$ cat src/rtl/key_pkg.sv
// Shared types and defaults for the multi-key debouncer.
// No logic of its own; timing constants assume a 50 MHz CLOCK.
// Not applicable: no handshake, keys are sampled every cycle.
package key_pkg;

    typedef enum logic [2:0] {
        IDLE,
        PRESS_WAIT,
        HELD,
        REPEAT,
        RELEASE_WAIT
    } key_state_t;

    localparam int DEF_T_DEBOUNCE = 500_000;
    localparam int DEF_T_LONG     = 50_000_000;
    localparam int DEF_T_REPEAT   = 10_000_000;

    // Counter must hold the largest terminal count of any state.
    function automatic int cnt_width(input int a, input int b, input int c);
        int m;
        m = a;
        if (b > m) m = b;
        if (c > m) m = c;
        return $clog2(m + 1);
    endfunction

endpackage

$ cat src/rtl/key_debounce_chan.sv
// One key channel: 2-FF synchroniser, debounce/long/repeat FSM, shared counter.
// Latency: press/release pulses T_DEBOUNCE+2 cycles after the pin settles; outputs registered.
// No backpressure: pulses are single-cycle and must be consumed when presented.
module key_debounce_chan
    import key_pkg::*;
#(
    parameter int ACTIVE_LOW = 1,
    parameter int T_DEBOUNCE = DEF_T_DEBOUNCE,
    parameter int T_LONG     = DEF_T_LONG,
    parameter int T_REPEAT   = DEF_T_REPEAT
) (
    input  logic CLOCK,
    input  logic RESET,
    input  logic KEY,
    output logic key_level,
    output logic key_press,
    output logic key_release,
    output logic key_long,
    output logic key_repeat
);

    localparam int            CW        = cnt_width(T_DEBOUNCE, T_LONG, T_REPEAT);
    localparam logic          L_REL     = (ACTIVE_LOW != 0);
    localparam logic          REP_EN    = (T_REPEAT > 0);
    localparam logic [CW-1:0] C_ONE     = CW'(1);
    localparam logic [CW-1:0] C_DEB     = CW'(T_DEBOUNCE);
    localparam logic [CW-1:0] C_LONG_M1 = CW'(T_LONG - 1);
    localparam logic [CW-1:0] C_REP_M1  = CW'((T_REPEAT > 0) ? T_REPEAT - 1 : 0);

    logic [1:0]    r_sync;
    logic          w_p;
    key_state_t    r_state, w_state_nxt;
    logic [CW-1:0] r_cnt, w_cnt_nxt, w_cnt_inc;
    logic          r_long_done, w_long_done_nxt;
    logic          r_level, w_level_nxt;
    logic          r_press, w_press_nxt;
    logic          r_release, w_release_nxt;
    logic          r_long, w_long_nxt;
    logic          r_repeat, w_repeat_nxt;

    // Synchroniser resets to the released level so reset never looks like a press.
    always_ff @(posedge CLOCK or negedge RESET) begin
        if (!RESET) begin
            r_sync <= {2{L_REL}};
        end else begin
            r_sync <= {r_sync[0], KEY};
        end
    end

    assign w_p       = r_sync[1] ^ L_REL;
    assign w_cnt_inc = (r_cnt == '1) ? r_cnt : r_cnt + C_ONE;

    always_ff @(posedge CLOCK or negedge RESET) begin
        if (!RESET) begin
            r_state     <= IDLE;
            r_cnt       <= '0;
            r_long_done <= 1'b0;
            r_level     <= 1'b0;
            r_press     <= 1'b0;
            r_release   <= 1'b0;
            r_long      <= 1'b0;
            r_repeat    <= 1'b0;
        end else begin
            r_state     <= w_state_nxt;
            r_cnt       <= w_cnt_nxt;
            r_long_done <= w_long_done_nxt;
            r_level     <= w_level_nxt;
            r_press     <= w_press_nxt;
            r_release   <= w_release_nxt;
            r_long      <= w_long_nxt;
            r_repeat    <= w_repeat_nxt;
        end
    end

    always_comb begin
        w_state_nxt     = r_state;
        w_cnt_nxt       = r_cnt;
        w_long_done_nxt = r_long_done;
        w_level_nxt     = r_level;
        w_press_nxt     = 1'b0;
        w_release_nxt   = 1'b0;
        w_long_nxt      = 1'b0;
        w_repeat_nxt    = 1'b0;
        case (r_state)
            IDLE: begin
                w_cnt_nxt = '0;
                if (w_p) begin
                    w_state_nxt = PRESS_WAIT;
                    w_cnt_nxt   = C_ONE;
                end
            end
            PRESS_WAIT: begin
                if (!w_p) begin
                    w_state_nxt = IDLE;
                    w_cnt_nxt   = '0;
                end else if (r_cnt == C_DEB) begin
                    w_state_nxt     = HELD;
                    w_cnt_nxt       = '0;
                    w_press_nxt     = 1'b1;
                    w_level_nxt     = 1'b1;
                    w_long_done_nxt = 1'b0;
                end else begin
                    w_cnt_nxt = w_cnt_inc;
                end
            end
            HELD: begin
                if (!w_p) begin
                    w_state_nxt = RELEASE_WAIT;
                    w_cnt_nxt   = C_ONE;
                end else if (r_cnt == C_LONG_M1) begin
                    w_state_nxt     = REPEAT;
                    w_cnt_nxt       = '0;
                    w_long_nxt      = 1'b1;
                    w_long_done_nxt = 1'b1;
                end else begin
                    w_cnt_nxt = w_cnt_inc;
                end
            end
            REPEAT: begin
                if (!w_p) begin
                    w_state_nxt = RELEASE_WAIT;
                    w_cnt_nxt   = C_ONE;
                end else if (REP_EN) begin
                    if (r_cnt == C_REP_M1) begin
                        w_cnt_nxt    = '0;
                        w_repeat_nxt = 1'b1;
                    end else begin
                        w_cnt_nxt = w_cnt_inc;
                    end
                end
            end
            RELEASE_WAIT: begin
                // A re-press glitch resumes the hold with fresh long/repeat timing.
                if (w_p) begin
                    w_state_nxt = r_long_done ? REPEAT : HELD;
                    w_cnt_nxt   = '0;
                end else if (r_cnt == C_DEB) begin
                    w_state_nxt   = IDLE;
                    w_cnt_nxt     = '0;
                    w_release_nxt = 1'b1;
                    w_level_nxt   = 1'b0;
                end else begin
                    w_cnt_nxt = w_cnt_inc;
                end
            end
            default: begin
                w_state_nxt = IDLE;
                w_cnt_nxt   = '0;
                w_level_nxt = 1'b0;
            end
        endcase
    end

    assign key_level   = r_level;
    assign key_press   = r_press;
    assign key_release = r_release;
    assign key_long    = r_long;
    assign key_repeat  = r_repeat;

endmodule

$ cat src/rtl/key_debounce_multi.sv
// N independent debounced key channels with press/release/long/repeat pulses.
// Latency: T_DEBOUNCE+2 cycles from a settled pin to press/release; all outputs registered.
// No backpressure: every channel reports its pulses in the cycle they occur.
module key_debounce_multi
    import key_pkg::*;
#(
    parameter int N_KEYS     = 4,
    parameter int ACTIVE_LOW = 1,
    parameter int T_DEBOUNCE = DEF_T_DEBOUNCE,
    parameter int T_LONG     = DEF_T_LONG,
    parameter int T_REPEAT   = DEF_T_REPEAT
) (
    input  logic              CLOCK,
    input  logic              RESET,
    input  logic [N_KEYS-1:0] KEY,
    output logic [N_KEYS-1:0] key_level,
    output logic [N_KEYS-1:0] key_press,
    output logic [N_KEYS-1:0] key_release,
    output logic [N_KEYS-1:0] key_long,
    output logic [N_KEYS-1:0] key_repeat
);

    for (genvar g = 0; g < N_KEYS; g++) begin : g_chan
        key_debounce_chan #(
            .ACTIVE_LOW (ACTIVE_LOW),
            .T_DEBOUNCE (T_DEBOUNCE),
            .T_LONG     (T_LONG),
            .T_REPEAT   (T_REPEAT)
        ) u_chan (
            .CLOCK       (CLOCK),
            .RESET       (RESET),
            .KEY         (KEY[g]),
            .key_level   (key_level[g]),
            .key_press   (key_press[g]),
            .key_release (key_release[g]),
            .key_long    (key_long[g]),
            .key_repeat  (key_repeat[g])
        );
    end

endmodule

$ cat config.mk
export PLATFORM = sky130hd
export DESIGN_NAME = key_debounce_multi
export DESIGN_NICKNAME = d
export VERILOG_FILES = /design/src/rtl/key_pkg.sv /design/src/rtl/key_debounce_chan.sv /design/src/rtl/key_debounce_multi.sv
export SDC_FILE = /design/constraint.sdc
export NUM_CORES = 1
export LEC_CHECK = 0
export BUFFER_PORTS_ARGS = -buffer_cell sky130_fd_sc_hd__buf_2
export CAP_MARGIN = 20
export CORE_MARGIN = 2
export CORE_UTILIZATION = 63
export DETAILED_ROUTE_END_ITERATION = 10
export GPL_TIMING_DRIVEN = 0
export PLACE_DENSITY = 0.84
export SLEW_MARGIN = 20
export SYNTH_ARGS = -nofsm -noshare
export SYNTH_HDL_FRONTEND = slang
export SYNTH_SLANG_ARGS = --single-unit
$ cat constraint.sdc
create_clock -name CLOCK -period 3.1 [get_ports CLOCK]
set_clock_uncertainty 0.2 [all_clocks]
set_input_delay 0.31 -clock CLOCK [delete_from_list [all_inputs] [get_ports CLOCK]]
set_output_delay 0.31 -clock CLOCK [all_outputs]
set_load 0.005 [all_outputs]
==> flow_metrics.py, run 1 <==
metrics = {
    "final_layout": {
        "final_layout_size_suffix_gt1_frac": 0.188,
        "nets": 1026,
        "ff_latch_area_mm2": 0.00371,
        "layout.cells.non_filler": 1209,
        "multi_input_comb_area_mm2": 0.00486,
        "areaGrowthSynthToFinish_pct": 11.0,
        "nFillCells": 1050,
        "antennaDiodeCount": 0,
    },
    "timing": {
        "period_share": 0.877,
        "fin_hold_ws_ps": 157,
        "timing.fmax_ghz": 0.368,
        "max_slew_margin": 0.398,
        "setup_viol": 0,
        "min_period_ps": 2720,
        "rsz0062_at_grt": "false",
        "final-hold-violation-count": 0,
        "maxSlewViolCount": 0,
        "worst_slew_pin_slew_ps": 895,
    },
    "placed_design": {
        "dp_cells": 1172,
        "dpl.hpwl_mm": 14.6,
        "gp_congestion": 0.920,
        "numPortBuffers": 25,
    },
    "clocking": {
        "htreeDepth": 4,
        "post_cts_resized": 0,
        "insertion_delay_ps": 420,
        "clock_sinks": 148,
        "clock_path_buffers": 2,
        "cts_hold_buf": 5,
        "clk_pin_slew_worst_paths_ps": 60,
        "cts_tree": "done",
        "numCtsBuffers": 17,
        "root_buffer": "clkbuf_16",
        "cts_setup_buffers": 0,
    },
    "detailed_routing": {
        "drc": 0,
        "drt_iter0_drc": 786,
        "first_pass_iters": 6,
        "wl_mm": 21.7,
        "vias": 7953,
        "viasPerCell": 6.58,
        "wire_per_inst_um": 17.9,
        "ant_nets": 0,
    },
    "power_and_ir_drop": {
        "power_density_mw_per_mm2": 405,
        "vdd_ir_drop_max_mv": 0.562,
        "swShare": 0.241,
        "p_leak_nw": 3.90,
        "seq_power_share": 0.476,
        "p_switching_w": 0.000993,
        "p_comb_frac": 0.042,
        "internal-power_w": 0.00313,
        "p_clk_frac": 0.483,
    },
    "logic_synthesis": {
        "synth_area_mm2": 0.00918,
        "synth_edf_count": 0,
        "yosysUniqueCellTypes": 92,
        "async_flop_share": 1.00,
        "synth_ff_type": "dfrtp_1",
        "yosys_warnings": 0,
        "seq_area_frac_synth": 0.405,
        "synth.ff_latch_count": 148,
        "syn_inst": 962,
        "syn_avg_cell_area_um2": 9.54,
        "synth_fp_nets": 976,
    },
    "critical_path": {
        "path_class": "reg2reg",
        "required_ps": 3200,
        "critPathMaxFanout": 10,
        "cp.arrival_ps": 2820,
        "r2r-end": "g_chan[1].u_chan.r_cnt[12]",
        "endpoint_kind": "register",
        "reg2reg_from": "g_chan[1].u_chan.r_cnt[0]",
        "critPathLaunchType": "register",
        "reg2reg_depth": 7,
        "rrSetupSlack_ps": 380,
        "crit_start": "g_chan[1].u_chan.r_cnt[0]",
    },
    "global_route": {
        "antenna_found_initial": 0,
        "gr-total-overflow": 0,
        "grt_start_max_net_pins": 85,
        "grt_pass1_wl_mm": 36.4,
        "grt.total_usage": 0.280,
        "first_global_vias": 7445,
    },
    "floorplanning": {
        "fp.dieW_um": 125,
        "dieArea_mm2": 0.0155,
        "io_pins": 26,
        "row_count": 44,
        "core_area_mm2": 0.0144,
        "start_util": 0.639,
        "die_h_um": 125,
    },
    "worst_hold_path": {
        "worstHoldStart": "g_chan[3].u_chan.r_sync[0]",
        "hold_depth": 0,
        "min_to": "g_chan[3].u_chan.r_sync[1]",
        "holdCritPathClass": "reg2reg",
    },
    "flow_run": {
        "maxCapViolCount": 0,
    },
    "outcome": {
        "outcome": "finished clean",
    },
}
==> sequential cells by signal, indices dropped and copies added, names as in the netlist <==
register,count
g_chan.u_chan.key_press,4
g_chan.u_chan.r_long_done,4
g_chan.u_chan.key_long,4
g_chan.u_chan.key_release,4
g_chan.u_chan.r_state,12
g_chan.u_chan.r_sync,8
g_chan.u_chan.key_repeat,4
g_chan.u_chan.r_cnt,104
g_chan.u_chan.key_level,4
==> area by class of cell <==
| class | count | share of cell area |
|---|---|---|
| flip-flops and latches | 148 | 0.364 |
| clock buffers | 18 | 0.0431 |
| inverters | 39 | 0.0144 |
| repair buffers | 31 | 0.0209 |
| well taps | 184 | 0.0226 |
| plain buffers | 77 | 0.0448 |
| multi-input cells | 698 | 0.477 |
| clock inverters | 14 | 0.0128 |
==> worst max-delay path by stage <==
| stage | endpoint | depth (start not counted) | slack, ps |
|---|---|---|---|
| 4_1_cts | g_chan[2].u_chan.r_cnt[5] | 6 | 370 |
| 6_report | g_chan[1].u_chan.r_cnt[12] | 7 | 380 |
| 2_1_floorplan | g_chan[2].u_chan.r_cnt[15] | 8 | 700 |
| 5_1_grt | g_chan[1].u_chan.r_cnt[24] | 7 | 200 |
| 3_5_place_dp | g_chan[2].u_chan.r_cnt[19] | 6 | 380 |
| 3_3_place_gp | g_chan[3].u_chan.r_cnt[8] | 1 | -590 |
==> per-layer routing <==
metal  vias up  track usage  wire length (um)
met3        46       0.0546              1260
li1       3723            -                 -
met1      3874        0.397              9680
met2       310        0.441             10400
met5         -            0                 0
met4         0       0.0780               367
==> metrics by stage <==
step	total power [W]	setup TNS, ps	utilization	area, um2	setup slack (ps)
6_report	0.00413	0	0.709	10200	380
5_1_grt	0.00425	0	0.709	10200	200
4_1_cts	0.00415	0	0.709	10200	374
3_5_place_dp	0.00217	0	0.666	9570	379
3_3_place_gp	0.00216	-80580	0.663	9530	-590
2_1_floorplan	0.00209	0	-	9180	702
==> power by group through the flow <==
stage | Sequential (W) | Combinational (W) | Clock (W)
floorplan | 0.00199 | 0.0000930 | 0
global placement | 0.00200 | 0.000160 | 0
detailed placement | 0.00200 | 0.000168 | 0
CTS | 0.00196 | 0.000174 | 0.00201
global route | 0.00196 | 0.000194 | 0.00210
finish | 0.00196 | 0.000173 | 0.00199
==> kinds of logic after synthesis <==
family / count (synthesis) / synth area share
buf+inv: 116 / 0.0657
mux: 9 / 0.0101
compound gates: 208 / 0.164
fa+ha+maj: 8 / 0.0109
flops: 148 / 0.405
xor+xnor: 49 / 0.0468
simple gates: 424 / 0.297
==> critical path, stage by stage (launching register included) <==
cell	delay (ps)
dfrtp_1	450
ha_1	310
nand3_1	180
nor4_4	390
nand4_1	220
o211ai_2	440
buf_2	300
a21oi_1	100
==> layout by cell type, fill, tap and decap left out, types with 6 or more instances in the layout <==
cell,instances
nor2_2,6
and3_1,18
clkbuf_16,17
xor2_1,9
or3_1,24
buf_4,30
clkbuf_1,22
a31oi_1,9
a22oi_1,12
dfrtp_1,140
nand4_1,28
a21oi_1,53
a311oi_1,10
dfstp_2,8
a211oi_1,18
nand3b_1,6
nor2_1,34
buf_2,42
nor4_2,6
nor4b_1,7
and2_1,8
mux2i_1,7
a2111oi_0,6
xnor2_1,40
o31ai_1,25
nand2b_1,8
ha_1,8
or4_1,30
or2_2,6
nand2_1,72
nor4_1,14
and4_1,11
nor3_1,54
nand3_1,32
nand4b_1,7
o21ai_0,19
nor3_2,6
inv_1,39
==> synthesized netlist by cell type (all sizes together), types with 5 or more instances <==
master | instances | area (um2)
a211oi | 21 | 173
and3 | 20 | 135
xor2 | 9 | 78.8
buf | 53 | 364
a21oi | 56 | 299
or4b | 5 | 57.6
clkbuf | 24 | 92.6
nor3 | 62 | 363
and2 | 9 | 56.3
and4 | 11 | 96.3
nor2b | 5 | 31.3
nand2 | 72 | 270
nand4b | 7 | 61.3
dfstp | 8 | 210
or2 | 6 | 37.5
nand3b | 6 | 45.0
xnor2 | 40 | 350
ha | 8 | 100
o31ai | 26 | 200
nor2 | 40 | 165
nor4b | 10 | 106
mux2i | 7 | 70.1
or3 | 25 | 161
a311oi | 10 | 87.6
o21bai | 5 | 37.5
a31oi | 9 | 56.3
a2111oi | 11 | 140
nor4 | 25 | 269
nand3 | 33 | 170
o21ai | 24 | 131
or4 | 32 | 248
a22oi | 12 | 90.1
nand4 | 34 | 268
nand2b | 8 | 50.1
inv | 39 | 146
dfrtp | 140 | 3500
Note: power is estimated with default switching activity, not from simulation.
==> inputs of run 2 (changes only) <==
--- a/config.mk
+++ b/config.mk
@@ -7,7 +7,7 @@
 export LEC_CHECK = 0
 export BUFFER_PORTS_ARGS = -buffer_cell sky130_fd_sc_hd__buf_2
 export CAP_MARGIN = 20
-export CORE_MARGIN = 2
+export CORE_MARGIN = 5
 export CORE_UTILIZATION = 63
 export DETAILED_ROUTE_END_ITERATION = 10
 export GPL_TIMING_DRIVEN = 0
==> constraint.sdc (replaced) <==
create_clock -name CLOCK -period 3 [get_ports CLOCK]
set_clock_uncertainty 0.2 [all_clocks]
set_input_delay 0.3 -clock CLOCK [delete_from_list [all_inputs] [get_ports CLOCK]]
set_output_delay 0.3 -clock CLOCK [all_outputs]
set_load 0.005 [all_outputs]
==> flow_metrics.py, run 2 (synthesis results as in run 1) <==
metrics = {
    "outcome": {
        "outcome": "finished clean",
    },
    "timing": {
        "fin_hold_ws_ps": 155,
        "rsz0062_at_grt": "false",
        "worst_slack_ps": 182,
        "maxSlewViolCount": 0,
        "timing.fmax_ghz": 0.355,
        "min_period_ps": 2820,
        "worst_slew_pin_slew_ps": 983,
        "final-hold-violation-count": 0,
        "period_share": 0.939,
        "max_slew_margin": 0.339,
        "setup_viol": 0,
    },
    "clocking": {
        "cts_setup_buffers": 0,
        "clk_pin_slew_worst_paths_ps": 60,
        "post_cts_resized": 0,
        "numCtsBuffers": 17,
        "root_buffer": "clkbuf_16",
        "clock_path_buffers": 2,
        "htreeDepth": 4,
        "clock_sinks": 148,
        "cts_tree": "done",
        "insertion_delay_ps": 430,
        "cts_hold_buf": 5,
    },
    "flow_run": {
        "maxCapViolCount": 0,
    },
    "final_layout": {
        "nets": 1026,
        "antennaDiodeCount": 0,
        "largest-register": "g_chan.u_chan.r_cnt",
        "layout_common_cells": "140 x dfrtp_1, 72 x nand2_1, 54 x nor3_1, 53 x a21oi_1, 42 x buf_2",
        "reg_top3": "g_chan.u_chan.r_cnt x104, g_chan.u_chan.r_state x12, g_chan.u_chan.r_sync x8",
        "final_layout_size_suffix_gt1_frac": 0.188,
        "nFillCells": 1088,
        "layout_commonest_cell": "dfrtp_1",
        "largest_register_ff_count": 104,
        "areaGrowthSynthToFinish_pct": 10.8,
    },
    "worst_hold_path": {
        "worstHoldStart": "g_chan[1].u_chan.r_sync[0]",
        "min_to": "g_chan[1].u_chan.r_sync[1]",
        "holdCritPathClass": "reg2reg",
        "hold_depth": 0,
    },
    "power_and_ir_drop": {
        "power_density_mw_per_mm2": 411,
        "p_clk_frac": 0.472,
        "swShare": 0.246,
        "internal-power_w": 0.00315,
        "vdd_ir_drop_max_mv": 0.438,
        "seq_power_share": 0.485,
        "p_switching_w": 0.00103,
        "p_comb_frac": 0.043,
        "p_leak_nw": 3.89,
    },
    "critical_path": {
        "path_cells": "or4b_2 > nor3_1 > a21oi_1 > o21ai_2 > buf_4 > nor3b_1",
        "r2r-end": "g_chan[2].u_chan.r_cnt[9]",
        "critPathLaunchType": "register",
        "worst-path-buf-inv": 1,
        "cpPeakStageDelay_ps": 710,
        "reg2reg_from": "g_chan[2].u_chan.r_cnt[6]",
        "critPathMaxFanout": 10,
        "endpoint_kind": "register",
        "reg2reg_depth": 6,
        "required_ps": 3120,
        "path_class": "reg2reg",
        "crit_slowest_cell": "or4b_2",
        "crit_family": "simple AND/OR/NAND/NOR gates",
        "rrSetupSlack_ps": 180,
        "cp.arrival_ps": 2940,
    },
    "global_route": {
        "grt_pass1_wl_mm": 37.4,
        "first_global_vias": 7696,
        "gr-total-overflow": 0,
        "grt.total_usage": 0.271,
        "grt_start_max_net_pins": 88,
        "antenna_found_initial": 0,
    },
    "detailed_routing": {
        "viasPerCell": 6.67,
        "vias": 8059,
        "drc": 0,
        "drt_iter0_drc": 929,
        "wire_per_inst_um": 18.3,
        "first_pass_iters": 5,
        "wl_mm": 22.1,
        "ant_nets": 0,
    },
    "floorplanning": {
        "io_pins": 26,
        "dieArea_mm2": 0.0171,
        "fp.dieW_um": 131,
        "die_h_um": 131,
        "row_count": 44,
        "core_area_mm2": 0.0144,
        "start_util": 0.636,
    },
    "placed_design": {
        "numPortBuffers": 25,
        "dp_slack_ps": 271,
        "gp_congestion": 0.956,
        "dpl.hpwl_mm": 15.1,
    },
}
## run 2: metal layers
layer  share of wire  track usage  vias up
met5               0            0        -
li1                -            -     3738
met1            0.44        0.367     3902
met2            0.48        0.436      341
met4           0.025        0.104        0
met3           0.057       0.0496       78
## run 2: stage by stage
step | utilization | instance area (um2) | setup TNS, ps | instances | power (W)
finish | 0.705 | 10200 | 0 | 1209 | 0.00418
global route | 0.705 | 10200 | 0 | 1209 | 0.00432
CTS | 0.705 | 10200 | 0 | 1209 | 0.00420
floorplan | - | 9180 | 0 | 962 | 0.00216
detailed placement | 0.664 | 9570 | 0 | 1172 | 0.00224
global placement | 0.661 | 9530 | -87510 | 1171 | 0.00223
## run 2: power groups by stage
stage                     clock, W  combinational [W]  sequential, W
after global placement           0           0.000165        0.00206
after global routing       0.00209           0.000203        0.00203
after floorplan                  0          0.0000961        0.00206
after CTS                  0.00199           0.000181        0.00203
after detailed placement         0           0.000174        0.00206
final                      0.00197           0.000180        0.00203
## run 2: cell type report
cell class                 count  area (um2)  area share
clock buffer                  18         439      0.0432
multi-input combinational    698        4860       0.478
sequential                   148        3710       0.365
clock inverter                14         105      0.0103
inverter                      39         146      0.0144
timing repair buffer          31         213      0.0209
tap                          184         230      0.0226
buffer                        77         457      0.0449
## run 2: worst max path at each step
stage,from,cells past startpoint,slack [ps],endpoint
floorplan,g_chan[2].u_chan.r_cnt[0],8,600,g_chan[2].u_chan.r_cnt[15]
global placement,RESET,1,-640,g_chan[3].u_chan.r_state[1]
detailed placement,g_chan[2].u_chan.r_cnt[6],6,270,g_chan[2].u_chan.r_cnt[23]
CTS,g_chan[2].u_chan.r_cnt[6],6,250,g_chan[2].u_chan.r_cnt[3]
global route,g_chan[2].u_chan.r_cnt[6],6,40,g_chan[2].u_chan.r_cnt[3]
finish,g_chan[2].u_chan.r_cnt[6],6,180,g_chan[2].u_chan.r_cnt[9]
==> inputs of run 3 (changes only) <==
--- a/config.mk
+++ b/config.mk
@@ -12,6 +12,7 @@
 export DETAILED_ROUTE_END_ITERATION = 10
 export GPL_TIMING_DRIVEN = 0
 export PLACE_DENSITY = 0.84
+export RECOVER_POWER = 100
 export SLEW_MARGIN = 20
 export SYNTH_ARGS = -nofsm -noshare
 export SYNTH_HDL_FRONTEND = slang
==> flow_metrics.py, run 3 (synthesis results as in run 1) <==
metrics = {
    "outcome": {
        "outcome": "complete, but fails checks",
        "violations": "capacitance limit, slew limit",
    },
    "clocking": {
        "post_cts_resized": 0,
        "clk_pin_slew_worst_paths_ps": 60,
        "numCtsBuffers": 17,
        "root_buffer": "clkbuf_16",
        "cts_hold_buf": 5,
        "cts_setup_buffers": 0,
        "htreeDepth": 4,
        "cts_tree": "done",
        "insertion_delay_ps": 430,
        "clock_path_buffers": 2,
        "clock_sinks": 148,
    },
    "timing": {
        "setup_viol": 0,
        "setup_tns_ps": 0,
        "timing.fmax_ghz": 0.347,
        "final-hold-violation-count": 0,
        "max_slew_margin": -0.00566,
        "worst_slew_pin_slew_ps": 1510,
        "worst_slack_ps": 120,
        "min_period_ps": 2880,
        "fin_hold_ws_ps": 155,
        "period_share": 0.960,
        "rsz0062_at_grt": "false",
        "maxSlewViolCount": 62,
    },
    "critical_path": {
        "r2r-end": "g_chan[0].u_chan.r_cnt[22]",
        "critPathLaunchType": "register",
        "endpoint_kind": "register",
        "cp.arrival_ps": 2980,
        "crit_family": "simple AND/OR/NAND/NOR gates",
        "crit_slowest_cell": "or4bb_1",
        "cpPeakStageDelay_ps": 540,
        "worst-path-buf-inv": 2,
        "reg2reg_from": "g_chan[0].u_chan.r_cnt[13]",
        "required_ps": 3100,
        "critPathMaxFanout": 10,
        "rrSetupSlack_ps": 120,
        "path_cells": "clkbuf_1 > or4bb_1 > nor4_1 > nand4_1 > a2bb2oi_2 > buf_4 > nor3_1",
        "cp_num_cells": 7,
        "reg2reg_depth": 7,
        "path_class": "reg2reg",
    },
    "flow_run": {
        "maxCapViolCount": 1,
    },
    "placed_design": {
        "dpl.hpwl_mm": 15.1,
        "placed_cell_area_mm2": 0.00957,
        "gp_congestion": 0.956,
        "dp_cells": 1172,
        "numPortBuffers": 25,
        "dp_slack_ps": 271,
    },
    "final_layout": {
        "layout.cells.non_filler": 1209,
        "antennaDiodeCount": 0,
        "areaGrowthSynthToFinish_pct": 9.57,
        "final_layout_size_suffix_gt1_frac": 0.163,
        "layout_commonest_cell": "dfrtp_1",
        "reg_top3": "g_chan.u_chan.r_cnt x104, g_chan.u_chan.r_state x12, g_chan.u_chan.r_sync x8",
        "layout_common_cells": "140 x dfrtp_1, 72 x nand2_1, 56 x nor3_1, 55 x a21oi_1, 40 x xnor2_1",
        "largest_register_ff_count": 104,
        "largest-register": "g_chan.u_chan.r_cnt",
        "nFillCells": 1114,
        "nets": 1026,
        "fin_area_mm2": 0.0101,
    },
    "floorplanning": {
        "die_h_um": 131,
        "start_util": 0.636,
        "fp.dieW_um": 131,
        "core_area_mm2": 0.0144,
        "dieArea_mm2": 0.0171,
        "row_count": 44,
        "io_pins": 26,
    },
    "detailed_routing": {
        "first_pass_iters": 6,
        "viasPerCell": 6.66,
        "vias": 8052,
        "ant_nets": 0,
        "drc": 0,
        "wire_per_inst_um": 18.2,
        "drt_iter0_drc": 919,
        "wl_mm": 22.0,
    },
    "global_route": {
        "antenna_found_initial": 0,
        "grt_pass1_wl_mm": 37.4,
        "first_global_vias": 7696,
        "grt.total_usage": 0.271,
        "grt_start_max_net_pins": 88,
        "gr-total-overflow": 0,
    },
    "power_and_ir_drop": {
        "p_leak_nw": 3.80,
        "vdd_ir_drop_max_mv": 0.435,
        "power_density_mw_per_mm2": 415,
    },
    "worst_hold_path": {
        "min_to": "g_chan[1].u_chan.r_sync[1]",
        "hold_depth": 0,
        "holdCritPathClass": "reg2reg",
        "worstHoldStart": "g_chan[1].u_chan.r_sync[0]",
    },
}
==> run 3: area by class of cell <==
class                           count  area [um2]  area share
Multi-Input combinational cell    698        4800       0.478
Sequential cell                   148        3710       0.369
Buffer                             77         443      0.0440
Clock buffer                       18         439      0.0437
Tap cell                          184         230      0.0229
Timing Repair Buffer               31         174      0.0173
Inverter                           39         146      0.0146
Clock inverter                     14         105      0.0105
==> run 3: report_power, final <==
group,switching [W],leakage [nW],internal [W]
Clock,0.000882,0.261,0.00109
Sequential,0.0000133,2.02,0.00202
Combinational,0.000124,1.51,0.0000479
Total,0.00102,3.80,0.00315
==> run 3: worst max path at each step <==
stage                                        to                        from  slack [ps]
finish               g_chan[0].u_chan.r_cnt[22]  g_chan[0].u_chan.r_cnt[13]         120
CTS                   g_chan[2].u_chan.r_cnt[3]   g_chan[2].u_chan.r_cnt[6]         250
floorplan            g_chan[2].u_chan.r_cnt[15]   g_chan[2].u_chan.r_cnt[0]         600
global route          g_chan[0].u_chan.r_cnt[2]  g_chan[0].u_chan.r_cnt[13]          20
detailed placement   g_chan[2].u_chan.r_cnt[23]   g_chan[2].u_chan.r_cnt[6]         270
global placement    g_chan[3].u_chan.r_state[1]                       RESET        -640
==> run 3: metal layers <==
metal / wire length (um) / global-route usage / up-vias / part of all wire
li1: - / - / 3738 / -
met1: 9480 / 0.367 / 3882 / 0.43
met2: 10500 / 0.436 / 351 / 0.48
met3: 1410 / 0.0496 / 81 / 0.064
met4: 597 / 0.104 / 0 / 0.027
met5: 0 / 0 / - / 0
==> run 3: metrics by stage <==
step | total power, W | util
2_1_floorplan | 0.00216 | -
3_3_place_gp | 0.00223 | 0.661
3_5_place_dp | 0.00224 | 0.664
4_1_cts | 0.00420 | 0.705
5_1_grt | 0.00431 | 0.697
6_report | 0.00417 | 0.697
